<file path="src/rtl/mms_pkg.sv">
// Shared select encodings and FSM state type for the sequential max/min selector.
package mms_pkg;

  localparam logic SEL_MAX = 1'b0;
  localparam logic SEL_MIN = 1'b1;

  typedef enum logic [1:0] {
    StIdle  = 2'd0,
    StAccum = 2'd1,
    StDone  = 2'd2
  } mms_state_e;

endpackage

</file>
<file path="src/rtl/mms_cmp_sel.sv">
// Compare-and-select: keeps the current best unless the candidate is a strict improvement.
// Comparison is signed when MMS_SEQ_SIGNED_EN is defined, unsigned otherwise.
module mms_cmp_sel
  import mms_pkg::*;
#(
  parameter int unsigned DATA_W = 8,
  parameter int unsigned IDX_W  = 2
) (
  input  logic              select,
  input  logic [DATA_W-1:0] cand,
  input  logic [IDX_W-1:0]  cand_idx,
  input  logic [DATA_W-1:0] best,
  input  logic [IDX_W-1:0]  best_idx,
  output logic [DATA_W-1:0] new_best,
  output logic [IDX_W-1:0]  new_best_idx
);

  logic greater;
  logic less;
  logic improve;

`ifdef MMS_SEQ_SIGNED_EN
  assign greater = $signed(cand) > $signed(best);
  assign less    = $signed(cand) < $signed(best);
`else
  assign greater = cand > best;
  assign less    = cand < best;
`endif

  // Strict comparison so that ties keep the earlier index.
  assign improve = (select == SEL_MIN) ? less : greater;

  always_comb begin
    new_best     = best;
    new_best_idx = best_idx;
    if (improve) begin
      new_best     = cand;
      new_best_idx = cand_idx;
    end
  end

endmodule

</file>
<file path="src/rtl/mms_seq.sv">
// Streaming max/min selector: one number per cycle in, frame max/min plus its index out.
// Optional build macro MMS_SEQ_SIGNED_EN switches the comparison to two's-complement.
module mms_seq
  import mms_pkg::*;
#(
  parameter int unsigned DATA_W    = 8,
  parameter int unsigned FRAME_LEN = 4,
  parameter int unsigned IDX_W     = 2
) (
  input  logic              clk,
  input  logic              rst_n,
  input  logic              in_valid,
  output logic              in_ready,
  input  logic              select,
  input  logic [DATA_W-1:0] number,
  output logic              out_valid,
  input  logic              out_ready,
  output logic [DATA_W-1:0] result,
  output logic [IDX_W-1:0]  result_idx
);

  mms_state_e        state_q, state_d;
  logic [IDX_W-1:0]  cnt_q, cnt_d;
  logic [DATA_W-1:0] best_q, best_d;
  logic [IDX_W-1:0]  best_idx_q, best_idx_d;
  logic              sel_q, sel_d;
  logic              out_valid_q, out_valid_d;
  logic [DATA_W-1:0] result_q, result_d;
  logic [IDX_W-1:0]  result_idx_q, result_idx_d;

  logic              accept;
  logic              last_num;
  logic [DATA_W-1:0] cmp_best;
  logic [IDX_W-1:0]  cmp_best_idx;

  assign in_ready = (state_q != StDone);
  assign accept   = in_valid && in_ready;
  assign last_num = (cnt_q == IDX_W'(FRAME_LEN - 1));

  mms_cmp_sel #(
    .DATA_W(DATA_W),
    .IDX_W (IDX_W)
  ) u_cmp_sel (
    .select      (sel_q),
    .cand        (number),
    .cand_idx    (cnt_q),
    .best        (best_q),
    .best_idx    (best_idx_q),
    .new_best    (cmp_best),
    .new_best_idx(cmp_best_idx)
  );

  always_comb begin
    state_d      = state_q;
    cnt_d        = cnt_q;
    best_d       = best_q;
    best_idx_d   = best_idx_q;
    sel_d        = sel_q;
    out_valid_d  = out_valid_q;
    result_d     = result_q;
    result_idx_d = result_idx_q;
    unique case (state_q)
      StIdle: begin
        if (accept) begin
          best_d     = number;
          best_idx_d = '0;
          sel_d      = select;
          cnt_d      = IDX_W'(1);
          state_d    = StAccum;
        end
      end
      StAccum: begin
        if (accept) begin
          best_d     = cmp_best;
          best_idx_d = cmp_best_idx;
          if (last_num) begin
            // Publish the post-compare best so the last number can win.
            cnt_d        = '0;
            state_d      = StDone;
            out_valid_d  = 1'b1;
            result_d     = cmp_best;
            result_idx_d = cmp_best_idx;
          end else begin
            cnt_d = cnt_q + IDX_W'(1);
          end
        end
      end
      StDone: begin
        if (out_ready) begin
          state_d     = StIdle;
          out_valid_d = 1'b0;
        end
      end
      default: begin
        state_d     = StIdle;
        cnt_d       = '0;
        out_valid_d = 1'b0;
      end
    endcase
  end

  always_ff @(posedge clk or negedge rst_n) begin
    if (!rst_n) begin
      state_q      <= StIdle;
      cnt_q        <= '0;
      best_q       <= '0;
      best_idx_q   <= '0;
      sel_q        <= SEL_MAX;
      out_valid_q  <= 1'b0;
      result_q     <= '0;
      result_idx_q <= '0;
    end else begin
      state_q      <= state_d;
      cnt_q        <= cnt_d;
      best_q       <= best_d;
      best_idx_q   <= best_idx_d;
      sel_q        <= sel_d;
      out_valid_q  <= out_valid_d;
      result_q     <= result_d;
      result_idx_q <= result_idx_d;
    end
  end

  assign out_valid  = out_valid_q;
  assign result     = result_q;
  assign result_idx = result_idx_q;

endmodule

</file>
<file path="config.mk">
export PLATFORM = sky130hd
export DESIGN_NAME = mms_seq
export DESIGN_NICKNAME = d
export VERILOG_FILES = /design/src/rtl/mms_pkg.sv /design/src/rtl/mms_cmp_sel.sv /design/src/rtl/mms_seq.sv
export SDC_FILE = /design/constraint.sdc
export NUM_CORES = 1
export LEC_CHECK = 0
export CORE_MARGIN = 3
export CORE_UTILIZATION = 52
export CTS_CLUSTER_DIAMETER = 150
export DETAILED_ROUTE_END_ITERATION = 8
export PLACE_DENSITY = 0.79
export SYNTH_ARGS = -nofsm -noshare
export SYNTH_HDL_FRONTEND = slang
export SYNTH_SLANG_ARGS = --single-unit
export TNS_END_PERCENT = 1
</file>
<file path="constraint.sdc">
create_clock -name clk -period 2.3 [get_ports clk]
set_input_delay 0.46 -clock clk [delete_from_list [all_inputs] [get_ports clk]]
set_output_delay 0.46 -clock clk [all_outputs]
set_load 0.005 [all_outputs]
</file>
# After elaboration in Yosys (flattened, before gate mapping)
# Index checks and enable logic that the tools add are counted.
[op_classes] n_mux=21 n_lt_le_gt_ge=2 add_sub_neg=1 eq_ne=8 bitwise=2 shift=0 multipliers=0 n_reduce_logical=9 div_mod_pow=0
[ops] cell="8-bit 2-to-1 mux" n=3
[ops] cell="2-bit 2-to-1 mux" n=9
[ops] cell="8-bit one-hot mux with 2 select lines" n=1
[ops] cell="2-bit one-hot mux with 3 select lines" n=2
[ops] cell="2-bit inequality test, second input constant" n=5
[ops] cell="3-bit AND reduction" n=3
[ops] cell="8-bit > comparator" n=1
[ops] cell="8-bit less-than comparator" n=1
[ops] cell="4-bit AND reduction" n=2
[ops] cell="2-bit == test, second input constant" n=2
[ops] cell="1-bit 2-to-1 mux" n=4
[ops] cell="2-bit one-hot mux with 2 select lines" n=1
[ops] cell="1-bit one-hot mux with 3 select lines" n=1
[ops] cell="2-bit by 1-bit adder with 2-bit output, second input constant" n=1
[ops] cell="2-bit by 1-bit == test with 1-bit output, second input constant" n=1
[ops] cell="2-bit logical NOT" n=1
[ops] cell="1-bit inverter" n=2
[ops] cell="2-bit AND reduction" n=1
[ops] cell="2-bit nonzero test" n=1
[ops] cell="1-bit logical AND" n=1
[totals] ramBits=0 n_memories=0 input_bits=13 latchBits=0 rom_bits=0 reg_bits=26 word_cells=51

# Depth between registers and ports, before layout
# Gate-level depths: netlist (run 1).
[depth] ltp_word=5 depth_mapped=10

# Cells and area by module
# A second synthesis (run 1) with hierarchy kept.
[hier_totals] hier_cells=136 hier_area_um2=1482.7
[modules_own_cells] module="mms_seq" area_per_inst_um2=1093.5 instances=1 seq_area_each_um2=650.6 cells_each=93
[modules_own_cells] module="mms_cmp_sel" area_per_inst_um2=389.1 instances=1 seq_area_each_um2=0.0 cells_each=43

# Worst setup path before layout (run 1)
# Ideal clock, no wire load.
[synth_timing] kind="input -> register" from="input port number[1]" to="register best_q[1]" setup_time_ns=0.125 setup_slack_ns=0.235 required_ns=2.175 path_buffers=0 cell_stages=7 arrival_time_ns=1.940 path_cell_list="ha_1 -> nor2b_1 -> o211ai_2 -> a21oi_2 -> o21a_4 -> o21ai_4 -> mux2_2"
[synth_via] elab_chain_len=5 word_cells_on_any_way=7 cone_classes="order compare (2); mux (5)"
[synth_lines] element="start, declared" line="mms_seq.sv:15" source="input logic [DATA_W-1:0] number,"
[synth_lines] element="8-bit > comparator or 8-bit less-than comparator (tied branches)" line="mms_cmp_sel.sv:26, mms_cmp_sel.sv:27"
[synth_lines] element="1-bit 2-to-1 mux" line="mms_cmp_sel.sv:31" source="assign improve = (select == SEL_MIN) ? less : greater;"
[synth_lines] element="8-bit 2-to-1 mux" line="mms_cmp_sel.sv:36" source="if (improve) begin"
[synth_lines] element="8-bit 2-to-1 mux" line="mms_seq.sv:73" source="if (accept) begin"
[synth_lines] element="8-bit one-hot mux with 2 select lines (*)" line="mms_seq.sv:62" source="unique case (state_q)"
[synth_lines] element="end signal, assigned" line="mms_seq.sv:115" source="best_q <= best_d;"
[synth_lines] element="end, declared" line="mms_seq.sv:24" source="logic [DATA_W-1:0] best_q, best_d;"
# Every way passes the cells marked *; elsewhere a longest branch is shown, timed or not. The select of a mux whose other input is x is not followed.
# A chain may end at the register's enable or synchronous reset.

# Worst setup path after layout (run 1)
[layout_timing] from="input port number[7]" to="register best_idx_q[0]"
[layout_via] elab_chain_len=5 word_cells_on_any_way=6 cone_classes="order compare (2); mux (4)"
[layout_lines] element="8-bit > comparator or 8-bit less-than comparator (tied branches)" line="mms_cmp_sel.sv:26, mms_cmp_sel.sv:27"
[layout_lines] element="1-bit 2-to-1 mux (*)" line="mms_cmp_sel.sv:31"
[layout_lines] element="2-bit 2-to-1 mux (*)" line="mms_cmp_sel.sv:36"
[layout_lines] element="2-bit 2-to-1 mux (*)" line="mms_seq.sv:73"
[layout_lines] element="2-bit one-hot mux with 2 select lines (*)" line="mms_seq.sv:62"
[layout_lines] element="end signal, assigned" line="mms_seq.sv:116" source="best_idx_q <= best_idx_d;"
[layout_lines] element="end, declared" line="mms_seq.sv:25" source="logic [IDX_W-1:0] best_idx_q, best_idx_d;"
# Marks and branches as above.

==> flow_metrics.tcl, run 1 <==
set metrics [dict create \
    die_w_um 58.6 \
    fin_util 0.734 \
    arrival_ns 2.45 \
    critPathLaunchType "input pin" \
    mostFrequentLayoutCells "dfrtp_1, clkdlybuf4s50_1, o21ai_0, buf_4, nor2_1" \
    p_per_area_mw_per_mm2 1300 \
    synthSimpleGateAreaFrac 0.108 \
    numPortBuffers 24 \
    cts_tree "done" \
    layout.nets 202 \
    synth_fa_ha_area_frac 0.0783 \
    synth_compound_area_frac 0.240 \
    setup_viol 0 \
    drt_iter0_drc 17 \
    first_global_vias 1202 \
    clockBufferDepth 2 \
    vias_per_cell 5.78 \
    yosysSeqAreaShare 0.453 \
    clock_sinks 26 \
    grt.total_usage 0.195 \
    tightest_slew_ns 0.399 \
    place.gp.congestion 0.857 \
    ys_ff_latch 26 \
    drv_slew 0 \
    postRouteAntennaNets 0 \
    setup_slack_ns 0.0902 \
    ys.flop_type "dfrtp_1" \
    status "completed" \
    cts-root-buf "clkbuf_4" \
    antenna_found_initial 0 \
    fillers 188 \
    core.rowCount 18 \
    synth_xor_area_frac 0 \
    grt_first_pass_wirelength_mm 5.16 \
    grt_max_degree 27 \
    slew_headroom 0.734 \
    clk_latency_ns 0.33 \
    synth_fp_nets 165 \
    fin_area_mm2 0.00187 \
    die_height_um 58.6 \
    max_stage_delay_ns 0.54 \
    synthCells 143 \
    postCtsHoldBufs 0 \
    finalCritPeriodShare 0.961 \
    io_pins 25 \
    vias 1207 \
    drive_gt1_frac 0.196 \
    vdd_drop_max_mv 0.915 \
    synth_edf_count 0 \
    wl_mm 3.08 \
    post-dp-hpwl_mm 2.23 \
    synth_top_family_by_area "compound AO/OA/AOI/OAI gates" \
    path_clk_slew_ns 0.14 \
    core-area_mm2 0.00254 \
    max-cap-violations 0 \
    synthArstFlopShare 1.00 \
    synthMuxAreaShare 0.0705 \
    fin_crit_ns 2.21 \
    placedInstanceArea_mm2 0.00180 \
    drcViolationCount 0 \
    place_ws_ns -0.322 \
    final_common_cell "dfrtp_1" \
    critical_path_class "input pin to flip-flop" \
    yosysWarningCount 0 \
    start_util 0.565 \
    hold_viol 0 \
    tns_ns 0 \
    path_cells "clkdlybuf4s50_1, ha_4, a21oi_1, o21ai_0, o21a_4, buf_4, or2_4, a22o_1" \
    design.die.area_mm2 0.00343 \
    cts_max_level 1 \
    p_leak_nw 0.806 \
    cts_inserted_buffers 3 \
    worstPathRequired_ns 2.54 \
    hp-class "input pin to flip-flop" \
    holdWs_ns 0.463 \
    overflow 0 \
    cpMaxStageDelayCell "clkdlybuf4s50_1" \
    wl_per_cell_um 14.7 \
    skew_ns 0.00815 \
    drt_first_pass_iters 4 \
    crit_fanout 19 \
    synth_area_mm2 0.00144 \
    fmax_ghz 0.453 \
    avgSynthCellArea_um2 10.1 \
    syn_to_final_growth_pct 29.9 \
    diodes 0 \
    synth_cell_types 32 \
    end_kind "flip-flop" \
]
worst max-delay path, delay by kind of cell:
family / cells / cell delay, ns
adder cells (fa/ha/maj): 1 / 0.24
AND/OR/NAND/NOR: 1 / 0.26
buffers and inverters: 2 / 0.73
AO/OA/AOI/OAI: 4 / 0.74
synth_stat cells (all sizes together) (2+ instances only):
| cell type | instances | share of area |
|---|---|---|
| a21oi | 11 | 0.041 |
| nand2 | 11 | 0.029 |
| nor2 | 13 | 0.036 |
| ha | 9 | 0.078 |
| a22o | 2 | 0.012 |
| mux2 | 9 | 0.070 |
| nand2b | 2 | 0.0087 |
| buf | 3 | 0.017 |
| clkbuf | 3 | 0.0078 |
| dfrtp | 26 | 0.45 |
| nand3 | 2 | 0.0070 |
| o211ai | 9 | 0.050 |
| o21ai | 15 | 0.060 |
| nand4 | 2 | 0.0087 |
| o31a | 7 | 0.043 |
| nor2b | 2 | 0.0087 |
| inv | 10 | 0.026 |
final cells by class:
cell class                 count  area, um2  share of cell area
clock buffer                   4       36.3              0.0194
inverter                      10       37.5              0.0201
multi-input combinational    101        746               0.399
sequential                    26        651               0.348
tap                           30       37.5              0.0201
timing repair buffer          38        360               0.193
metrics by stage:
| stage | power, mW | cells |
|---|---|---|
| 2_1_floorplan | 1.62 | 143 |
| 3_3_place_gp | 2.09 | 205 |
| 3_5_place_dp | 2.15 | 205 |
| 4_1_cts | 2.39 | 209 |
| 5_1_grt | 2.61 | 209 |
| 6_report | 2.42 | 209 |
cell families after synthesis:
| family | Yosys count |
|---|---|
| AOI/OAI and AO/OA | 49 |
| and+or+nand+nor | 34 |
| DFF | 26 |
| buffers and inverters | 16 |
| muxes | 9 |
| adders and majority gates | 9 |
path summary, 6_finish.rpt:
path / end / depth (start not counted) / from / slack (ns)
hold reg to reg: out_valid$_DFFE_PN0P_ / 2 / out_valid$_DFFE_PN0P_ / 0.52
max in group asynchronous: best_q[3]$_DFFE_PN0P_ / 2 / rst_n / 1.58
setup / recovery: best_idx_q[0]$_DFFE_PN0P_ / 8 / number[7] / 0.09
setup reg to reg: best_idx_q[0]$_DFFE_PN0P_ / 9 / best_q[1]$_DFFE_PN0P_ / 0.19
min in group asynchronous: best_idx_q[1]$_DFFE_PN0P_ / 2 / rst_n / 0.47
hold / removal: result[1]$_DFFE_PN0P_ / 3 / number[1] / 0.46
state kept, by name, indices dropped and copies added, names as in the netlist:
register / count
best_q: 8
result: 8
best_idx_q: 2
cnt_q: 2
result_idx: 2
state_q: 2
out_valid: 1
sel_q: 1
per-layer routing:
metal,part of all wire,track usage
met2,0.49,0.341
met1,0.45,0.242
met5,0,0
met4,0.025,0.0809
met3,0.037,0.0219
where the power goes:
group,total (mW),switching (mW),internal [mW]
clock network,0.242,0.145,0.0971
logic,1.35,0.620,0.726
registers,0.837,0.160,0.677
repair_timing:
action	CTS	global route
endpoints found under the setup margin	0	19
buffers inserted	0	0
gates resized for setup	0	5
(Power assumes the default switching activity.)
==> run 2: changes to the inputs <==
--- a/config.mk
+++ b/config.mk
@@ -5,11 +5,13 @@
 export SDC_FILE = /design/constraint.sdc
 export NUM_CORES = 1
 export LEC_CHECK = 0
+export CORE_ASPECT_RATIO = 0.7
 export CORE_MARGIN = 3
 export CORE_UTILIZATION = 52
 export CTS_CLUSTER_DIAMETER = 150
 export DETAILED_ROUTE_END_ITERATION = 8
 export PLACE_DENSITY = 0.79
+export RECOVER_POWER = 50
 export SYNTH_ARGS = -nofsm -noshare
 export SYNTH_HDL_FRONTEND = slang
 export SYNTH_SLANG_ARGS = --single-unit
==> flow_metrics.tcl, run 2 (synthesis gave the netlist of run 1 again) <==
set metrics [dict create \
    r2r_cells 9 \
    clock_sinks 26 \
    placed_cells 210 \
    design.die.area_mm2 0.00344 \
    clockBufferDepth 2 \
    core.rowCount 15 \
    io_pins 25 \
    die_height_um 50.0 \
    drt_first_pass_iters 4 \
    finalPower_mw 2.51 \
    vdd_drop_max_mv 0.914 \
    post-dp-hpwl_mm 2.38 \
    p_per_area_mw_per_mm2 1310 \
    path_clk_slew_ns 0.08 \
    cp_num_buf_inv 2 \
    die_w_um 68.8 \
    path_cells "clkdlybuf4s50_1, ha_4, nand4_1, a21oi_2, o21ai_2, o21ai_4, buf_6, mux2_2" \
    r2r-start "best_q[1]$_DFFE_PN0P_" \
    drcViolationCount 0 \
    grt.total_usage 0.215 \
    crit_fanout 5 \
    drv_slew 0 \
    p_leak_nw 0.814 \
    cts_tree "done" \
    first_global_vias 1194 \
    setup_slack_ns 0.0558 \
    max-cap-violations 0 \
    final_cells 213 \
    cts-root-buf "clkbuf_8" \
    postCtsSetupRepairBufs 0 \
    vias 1207 \
    overflow 0 \
    core-area_mm2 0.00255 \
    antenna_found_initial 0 \
    r2r_end "best_q[2]$_DFFE_PN0P_" \
    mostFrequentLayoutCells "dfrtp_1, clkdlybuf4s50_1, o21ai_0" \
    cp.depth 8 \
    crit_path_end "best_q[2]$_DFFE_PN0P_" \
    tns_ns 0 \
    start_util 0.563 \
    worstPathRequired_ns 2.45 \
    hold_viol 0 \
    hp-class "flip-flop to flip-flop" \
    final_common_cell "dfrtp_1" \
    cpMaxStageDelayCell "clkdlybuf4s50_1" \
    skew_ns 0.00107 \
    place_ws_ns -0.332 \
    postRouteAntennaNets 0 \
    max_stage_delay_ns 0.47 \
    clk_latency_ns 0.26 \
    fin_crit_ns 2.24 \
    cts_inserted_buffers 3 \
    arrival_ns 2.40 \
    drt_iter0_drc 47 \
    postCtsHoldBufs 0 \
    numPortBuffers 24 \
    diodes 0 \
    finalCritPeriodShare 0.976 \
    tightest_slew_ns 1.38 \
    grt_first_pass_wirelength_mm 5.54 \
    fmax_ghz 0.446 \
    syn_to_final_growth_pct 32.9 \
    wl_mm 3.29 \
    end_kind "flip-flop" \
    critPathLaunchType "input pin" \
    grt_max_degree 27 \
    place.gp.congestion 0.842 \
    holdWs_ns 0.507 \
    layout.nets 203 \
    status "completed" \
    vias_per_cell 5.67 \
    slew_headroom 0.0818 \
    worst_path_dominant_cell_family "buffers and inverters" \
    rrSetupSlack_ns 0.22 \
    cts_max_level 1 \
    drive_gt1_frac 0.207 \
    setup_viol 0 \
    wl_per_cell_um 15.4 \
    critical_path_class "input pin to flip-flop" \
    crit_start "number[7]" \
]
run 2: layout make-up:
class	instances	area (um2)
fillers	178	642
repair buffers	39	360
well taps	34	42.5
clock buffers	3	41.3
flip-flops and latches	26	651
inverters	10	37.5
multi-input cells	101	778
run 2: repair_timing:
| item | in CTS | in global routing |
|---|---|---|
| pin swaps | 2 | 6 |
| hold endpoints to repair | 0 | 0 |
| resized for setup | 3 | 11 |
| cloned | 0 | 0 |
| endpoints found under the setup margin | 13 | 15 |
run 2: worst min-delay path: stages (launching register included):
cell and delay, ns:
dfrtp_1 0.35, nand2_1 0.06, o211ai_1 0.07
run 2: power by group:
group | internal [mW] | switching, mW
sequential | 0.679 | 0.165
combinational | 0.752 | 0.662
clock | 0.117 | 0.134
total | 1.55 | 0.961
run 2: per-layer routing:
metal,wire length (um),share of wire,global-route usage,vias up
met5,0,0,0,-
met4,44,0.013,0.0518,0
met3,186,0.057,0.0615,6
met2,1560,0.47,0.318,39
met1,1490,0.45,0.309,570
li1,-,-,-,592
run 2: metrics by stage:
step / utilization / area (um2)
finish: 0.749 / 1910
global route: 0.749 / 1910
CTS: 0.730 / 1860
detailed placement: 0.704 / 1800
global placement: 0.704 / 1800
floorplan: - / 1440
run 2: worst min path at each step:
stage | slack (ns) | start | depth (start not counted) | endpoint
global placement | 0.48 | best_q[6]$_DFFE_PN0P_ | 1 | best_q[6]$_DFFE_PN0P_
global route | 0.52 | result_idx[1]$_DFFE_PN0P_ | 2 | result_idx[1]$_DFFE_PN0P_
finish | 0.51 | result_idx[1]$_DFFE_PN0P_ | 2 | result_idx[1]$_DFFE_PN0P_
detailed placement | 0.49 | result_idx[1]$_DFFE_PN0P_ | 2 | result_idx[1]$_DFFE_PN0P_
floorplan | 0.16 | rst_n | 0 | best_idx_q[0]$_DFFE_PN0P_
CTS | 0.51 | result_idx[1]$_DFFE_PN0P_ | 2 | result_idx[1]$_DFFE_PN0P_
